**src/rtl/mmio_ctrl.sv**
```systemverilog
// rtl/mmio_ctrl.sv - MMIO controller: address decode, UART handshakes, counters, conv accelerator FSM
module mmio_ctrl (
    input  logic        clk,
    input  logic        rst,
    input  logic [31:0] addr_i,
    input  logic [31:0] wdata_i,
    input  logic        wr_en_i,
    input  logic        rd_en_i,
    input  logic        inst_retire_i,
    output logic [31:0] rdata_o,
    output logic        io_hit_o,
    output logic [7:0]  uart_tx_data_o,
    output logic        uart_tx_valid_o,
    input  logic        uart_tx_ready_i,
    input  logic [7:0]  uart_rx_data_i,
    input  logic        uart_rx_valid_i,
    output logic        uart_rx_ready_o,
    output logic        conv_start_o,
    input  logic        conv_done_i,
    input  logic [31:0] conv_result_i
);
    localparam logic [31:0] UART_CTRL_ADDR = 32'h8000_0000;
    localparam logic [31:0] UART_RX_ADDR   = 32'h8000_0004;
    localparam logic [31:0] UART_TX_ADDR   = 32'h8000_0008;
    localparam logic [31:0] CYC_CNT_ADDR   = 32'h8000_0010;
    localparam logic [31:0] INST_CNT_ADDR  = 32'h8000_0014;
    localparam logic [31:0] CNT_RST_ADDR   = 32'h8000_0018;
    localparam logic [31:0] CONV_CTRL_ADDR = 32'h8000_0040;
    localparam logic [31:0] CONV_READ_ADDR = 32'h8000_0044;

    typedef enum logic [1:0] {
        S_IDLE = 2'd0,
        S_BUSY = 2'd1,
        S_DONE = 2'd2
    } conv_state_e;

    conv_state_e state_q, state_d;
    logic [31:0] rdata_q, rdata_d;
    logic        io_hit_q, io_hit_d;
    logic [31:0] cyc_q, cyc_d;
    logic [31:0] inst_q, inst_d;
    logic [7:0]  tx_data_q, tx_data_d;
    logic        tx_valid_q, tx_valid_d;
    logic        start_q, start_d;
    logic [31:0] result_q, result_d;

    logic wr_tx, wr_cnt_rst, wr_start, rd_conv_read, rd_rx;
    logic unused_wdata;

    assign unused_wdata = ^wdata_i[31:8];

    assign wr_tx        = wr_en_i && (addr_i == UART_TX_ADDR);
    assign wr_cnt_rst   = wr_en_i && (addr_i == CNT_RST_ADDR);
    assign wr_start     = wr_en_i && (addr_i == CONV_CTRL_ADDR) && wdata_i[0];
    assign rd_conv_read = rd_en_i && (addr_i == CONV_READ_ADDR);
    assign rd_rx        = rd_en_i && (addr_i == UART_RX_ADDR);

    // Pop strobe is combinational so the byte is consumed in the same cycle it is sampled.
    assign uart_rx_ready_o = ~rst & rd_rx & uart_rx_valid_i;

    // Read mux sees pre-write register values, so a same-cycle write is not visible.
    always_comb begin
        rdata_d  = rdata_q;
        io_hit_d = io_hit_q;
        if (rd_en_i) begin
            io_hit_d = 1'b1;
            case (addr_i)
                UART_CTRL_ADDR: rdata_d = {30'b0, uart_rx_valid_i, ~tx_valid_q};
                UART_RX_ADDR:   rdata_d = uart_rx_valid_i ? {24'b0, uart_rx_data_i} : 32'b0;
                UART_TX_ADDR:   rdata_d = 32'b0;
                CYC_CNT_ADDR:   rdata_d = cyc_q;
                INST_CNT_ADDR:  rdata_d = inst_q;
                CNT_RST_ADDR:   rdata_d = 32'b0;
                CONV_CTRL_ADDR: rdata_d = {30'b0, state_q == S_DONE, state_q == S_BUSY};
                CONV_READ_ADDR: rdata_d = result_q;
                default: begin
                    rdata_d  = 32'b0;
                    io_hit_d = 1'b0;
                end
            endcase
        end
    end

    always_comb begin
        cyc_d      = wr_cnt_rst ? 32'b0 : cyc_q + 32'd1;
        inst_d     = wr_cnt_rst ? 32'b0 : inst_q + {31'b0, inst_retire_i};
        tx_data_d  = tx_data_q;
        tx_valid_d = tx_valid_q;
        if (tx_valid_q) begin
            if (uart_tx_ready_i) tx_valid_d = 1'b0;
        end else if (wr_tx) begin
            tx_data_d  = wdata_i[7:0];
            tx_valid_d = 1'b1;
        end
    end

    always_comb begin
        state_d  = state_q;
        start_d  = 1'b0;
        result_d = result_q;
        case (state_q)
            S_IDLE: begin
                if (wr_start) begin
                    start_d = 1'b1;
                    state_d = S_BUSY;
                end
            end
            S_BUSY: begin
                if (conv_done_i) begin
                    result_d = conv_result_i;
                    state_d  = S_DONE;
                end
            end
            S_DONE: begin
                if (wr_start) begin
                    start_d = 1'b1;
                    state_d = S_BUSY;
                end else if (rd_conv_read) begin
                    state_d = S_IDLE;
                end
            end
            default: state_d = S_IDLE;
        endcase
    end

    always_ff @(posedge clk or posedge rst) begin
        if (rst) begin
            state_q    <= S_IDLE;
            rdata_q    <= 32'b0;
            io_hit_q   <= 1'b0;
            cyc_q      <= 32'b0;
            inst_q     <= 32'b0;
            tx_data_q  <= 8'b0;
            tx_valid_q <= 1'b0;
            start_q    <= 1'b0;
            result_q   <= 32'b0;
        end else begin
            state_q    <= state_d;
            rdata_q    <= rdata_d;
            io_hit_q   <= io_hit_d;
            cyc_q      <= cyc_d;
            inst_q     <= inst_d;
            tx_data_q  <= tx_data_d;
            tx_valid_q <= tx_valid_d;
            start_q    <= start_d;
            result_q   <= result_d;
        end
    end

    assign rdata_o         = rdata_q;
    assign io_hit_o        = io_hit_q;
    assign uart_tx_data_o  = tx_data_q;
    assign uart_tx_valid_o = tx_valid_q;
    assign conv_start_o    = start_q;
endmodule

```
**config.mk**
```make
export PLATFORM = sky130hd
export DESIGN_NAME = mmio_ctrl
export DESIGN_NICKNAME = d
export VERILOG_FILES = /design/src/rtl/mmio_ctrl.sv
export SDC_FILE = /design/constraint.sdc
export NUM_CORES = 1
export LEC_CHECK = 0
export BUFFER_PORTS_ARGS = -buffer_cell sky130_fd_sc_hd__buf_2
export CORE_UTILIZATION = 30
export CTS_CLUSTER_SIZE = 10
export DETAILED_ROUTE_END_ITERATION = 10
export GPL_ROUTABILITY_DRIVEN = 1
export PLACE_DENSITY = 0.48
export SLEW_MARGIN = 40
export SYNTH_ARGS = -nofsm -noshare
export SYNTH_HDL_FRONTEND = slang
export SYNTH_SLANG_ARGS = --single-unit
```
**constraint.sdc**
```tcl
create_clock -name clk -period 5.95 [get_ports clk]
set_clock_uncertainty 0.2 [all_clocks]
set_input_delay 1.785 -clock clk [delete_from_list [all_inputs] [get_ports clk]]
set_output_delay 1.785 -clock clk [all_outputs]
set_load 0.01 [all_outputs]
```
==> results.yml <==
logic_synthesis:
  muxShareOfSynthArea_pct: 10.8
  synthSimpleGateAreaFrac_pct: 18.4
  synth_area_per_cell_um2: 10.3
  synth-seq-area-share_pct: 50.7
  synth_edf_count: 0
  synth_cell_types: 46
  async_flop_share_pct: 100
  synth-xor-area-share_pct: 7.17
  synth_nets: 790
  synth_top_family_by_area: "simple AND/OR/NAND/NOR gates"
  yosys_warnings: 0
  yosys_most_used_dff: "dfrtp_1"
  synth-compound-area-share_pct: 8.18
  netlist_area_um2: 6960
  netlist_instances: 675
  synthAdderAreaFrac_pct: 0.539
  synth_seq_cells: 141
sta:
  fin_crit_sh_pct: 87.7
  slew-limit-headroom_pct: 49.8
  finalMaxSlewViolations: 0
  setup-violations-final: 0
  report.final.hold_viol_count: 0
  post-route-min-period_ns: 5.22
  rsz0062_at_grt: "no"
  max_freq_mhz: 192
  tightest_slew_ns: 0.753
  finalSetupTns_ns: 0
floorplanning:
  fp-row-count: 55
  ioPinCount: 156
  core_um2: 22700
  fp.dieH_um: 154
  fp.dieArea_um2: 23800
  start_util_pct: 30.7
  die_w_um: 154
finish:
  post-route-util_pct: 37.5
  drive_gt1_share_pct: 28.0
  insertedDiodeCount: 0
  final_nets: 916
  area_growth_pct: 22.2
  fillers: 2341
clock_network:
  cts_sinks: 141
  cts_buffers: 17
  clk_pin_slew_ns: 0.06
  cts_hold_buf: 0
  cts_root_buffer: "clkbuf_16"
  clock_path_buffers: 2
  ctsHtreeMaxLevel: 4
  clock_latency_ns: 0.42
  cts_tree: "done"
  postCtsSetupBuffers: 0
  cts_resized: 0
setup_path:
  worstPathRequired_ns: 3.96
  path_max_fanout: 3
  cp.arrival_ns: 3.23
  start_kind: "primary input"
  cp-startpoint: "addr_i[27]"
  critPathSlowestCell: "or2_2"
  crit_path_max_incr_delay_ns: 0.37
  endpoint_kind: "output pin"
  path_cells: "buf_2 > nor4b_1 > nand4_1 > or2_2 > nor4b_1 > buf_2"
  path_class: "in -> out"
  reg2reg_from: "inst_q[0]"
grt:
  grt_usage_pct: 15.7
  grt.overflow.total: 0
  antenna_found_initial: 0
  grt_max_degree: 78
  grt_pass1_vias: 5412
  grt_first_pass_wirelength_um: 29300
outcome:
  status: "completed"
power_and_ir_drop:
  p_leak_uw: 0.00402
  peakVddDrop_mv: 0.134
  fin_total_pwr_uw: 2200
  p_per_area_nw_per_um2: 259
placement:
  dp_hpwl_um: 12500
  gp_congestion: 0.765
  io_buffers: 131
route:
  viasPerCell: 4.86
  routed_wl_um: 17800
  ant_nets: 0
  firstDrtPassIters: 5
  vias: 5342
  drt_iter0_drc: 256
  wl_per_cell_um: 16.2
  drc: 0
job:
  drv_cap: 0
min_path:
  hp-class: "reg -> reg"
  hp-start: "uart_tx_data_o[7]"
==> cell usage after synthesis (all sizes together) (2+ instances only) <==
master,instances,area (um^2)
a211oi,2,15.0
a21o,2,15.0
a21oi,32,164
a22oi,9,67.6
a32oi,2,17.5
and2,3,18.8
and3,12,75.1
and4,14,124
buf,24,115
clkbuf,14,52.6
dfrtp,141,3530
ha,3,37.5
inv,34,128
mux2,40,450
mux2i,30,300
nand2,25,93.8
nand3,28,145
nand4,27,175
nor2,100,375
nor2b,5,31.3
nor3,9,50.1
nor4,9,92.6
nor4b,3,41.3
o21ai,8,40.0
o22ai,25,156
o2bb2ai,6,52.6
or3,3,18.8
xnor2,14,123
xor2,43,377
==> stage by stage <==
stage	setup slack, ns	cell area (um^2)	hold WS [ns]	std cells
finish	0.732	8510	0.302	1099
global route	0.528	8510	0.318	1099
CTS	0.737	8510	0.306	1099
detailed placement	0.744	7930	0.291	1067
global placement	0.756	7930	0.286	1067
floorplan	0.184	6960	0.268	675
==> critical path, delay by kind of cell <==
family                 cells  cell delay [ns]
and+or+nand+nor            4             1.17
buffers and inverters      2             0.28
==> layout make-up <==
type	instances	area, um^2	share of cell area (%)
inverters	34	133	1.56
repair buffers	145	773	9.09
flip-flops and latches	141	3530	41.5
clock buffers	19	433	5.09
well taps	285	357	4.19
multi-input cells	462	3140	36.9
clock inverters	13	143	1.68
==> power by group <==
part / switching (uW) / internal (uW) / leakage (uW)
logic: 79.7 / 62.1 / 0.00184
registers: 33.2 / 985 / 0.00191
clock network: 425 / 619 / 0.000266
==> state kept, by name, summed over array words and instances, names as in the netlist <==
register,count
cyc_q,32
inst_q,32
rdata_o,32
result_q,32
uart_tx_data_o,8
state_q,2
conv_start_o,1
io_hit_o,1
uart_tx_valid_o,1
==> path summary, 6_finish.rpt <==
path / endpoint / slack (ns) / cells after the start
max: uart_rx_ready_o / 0.73 / 6
min: uart_tx_data_o[7] / 0.30 / 1
max reg2reg: inst_q[30] / 3.46 / 7
min reg2reg: uart_tx_data_o[7] / 0.30 / 1
max in group asynchronous: inst_q[26] / 3.29 / 3
min in group asynchronous: conv_start_o / 1.30 / 2
==> routing by layer <==
| metal | wire (um) | global-route usage [%] | share of wire, % |
|---|---|---|---|
| met1 | 8770 | 21.2 | 49 |
| met2 | 8600 | 25.6 | 48 |
| met3 | 382 | 3.00 | 2.1 |
| met4 | 103 | 4.48 | 0.58 |
| met5 | 0 | 0 | 0 |
==> kinds of logic after synthesis <==
family                     count (synthesis)
and+or+nand+nor                          243
xor gates and xnor gates                  57
DFF                                      141
muxes                                     70
AOI/OAI and AO/OA                         89
buffers and inverters                     72
adders and majority gates                  3
==> layout by cell type, fill, tap and decap left out, types with 2 or more instances in the layout <==
| cell type | n |
|---|---|
| dfrtp_1 | 141 |
| buf_2 | 131 |
| nor2_1 | 100 |
| xor2_1 | 43 |
| mux2_2 | 40 |
| inv_1 | 33 |
| a21oi_1 | 31 |
| mux2i_1 | 30 |
| nand3_1 | 27 |
| nand4_1 | 26 |
| nand2_1 | 25 |
| o22ai_1 | 25 |
| clkbuf_16 | 17 |
| xnor2_1 | 14 |
| buf_4 | 13 |
| and4_1 | 12 |
| and3_1 | 12 |
| a22oi_1 | 9 |
| o21ai_0 | 8 |
| nor3_1 | 8 |
| nor4_1 | 6 |
| o2bb2ai_1 | 6 |
| nor2b_1 | 5 |
| clkinvlp_4 | 5 |
| and2_1 | 3 |
| or3_1 | 3 |
| inv_6 | 3 |
| ha_1 | 3 |
| nor4b_1 | 2 |
| a32oi_1 | 2 |
| a211oi_1 | 2 |
| a21o_1 | 2 |
| and4_2 | 2 |
| nor4_4 | 2 |
| clkbuf_1 | 2 |
| bufinv_16 | 2 |
| clkinv_4 | 2 |
| clkinv_2 | 2 |
Power figures use the tool's default switching activity.
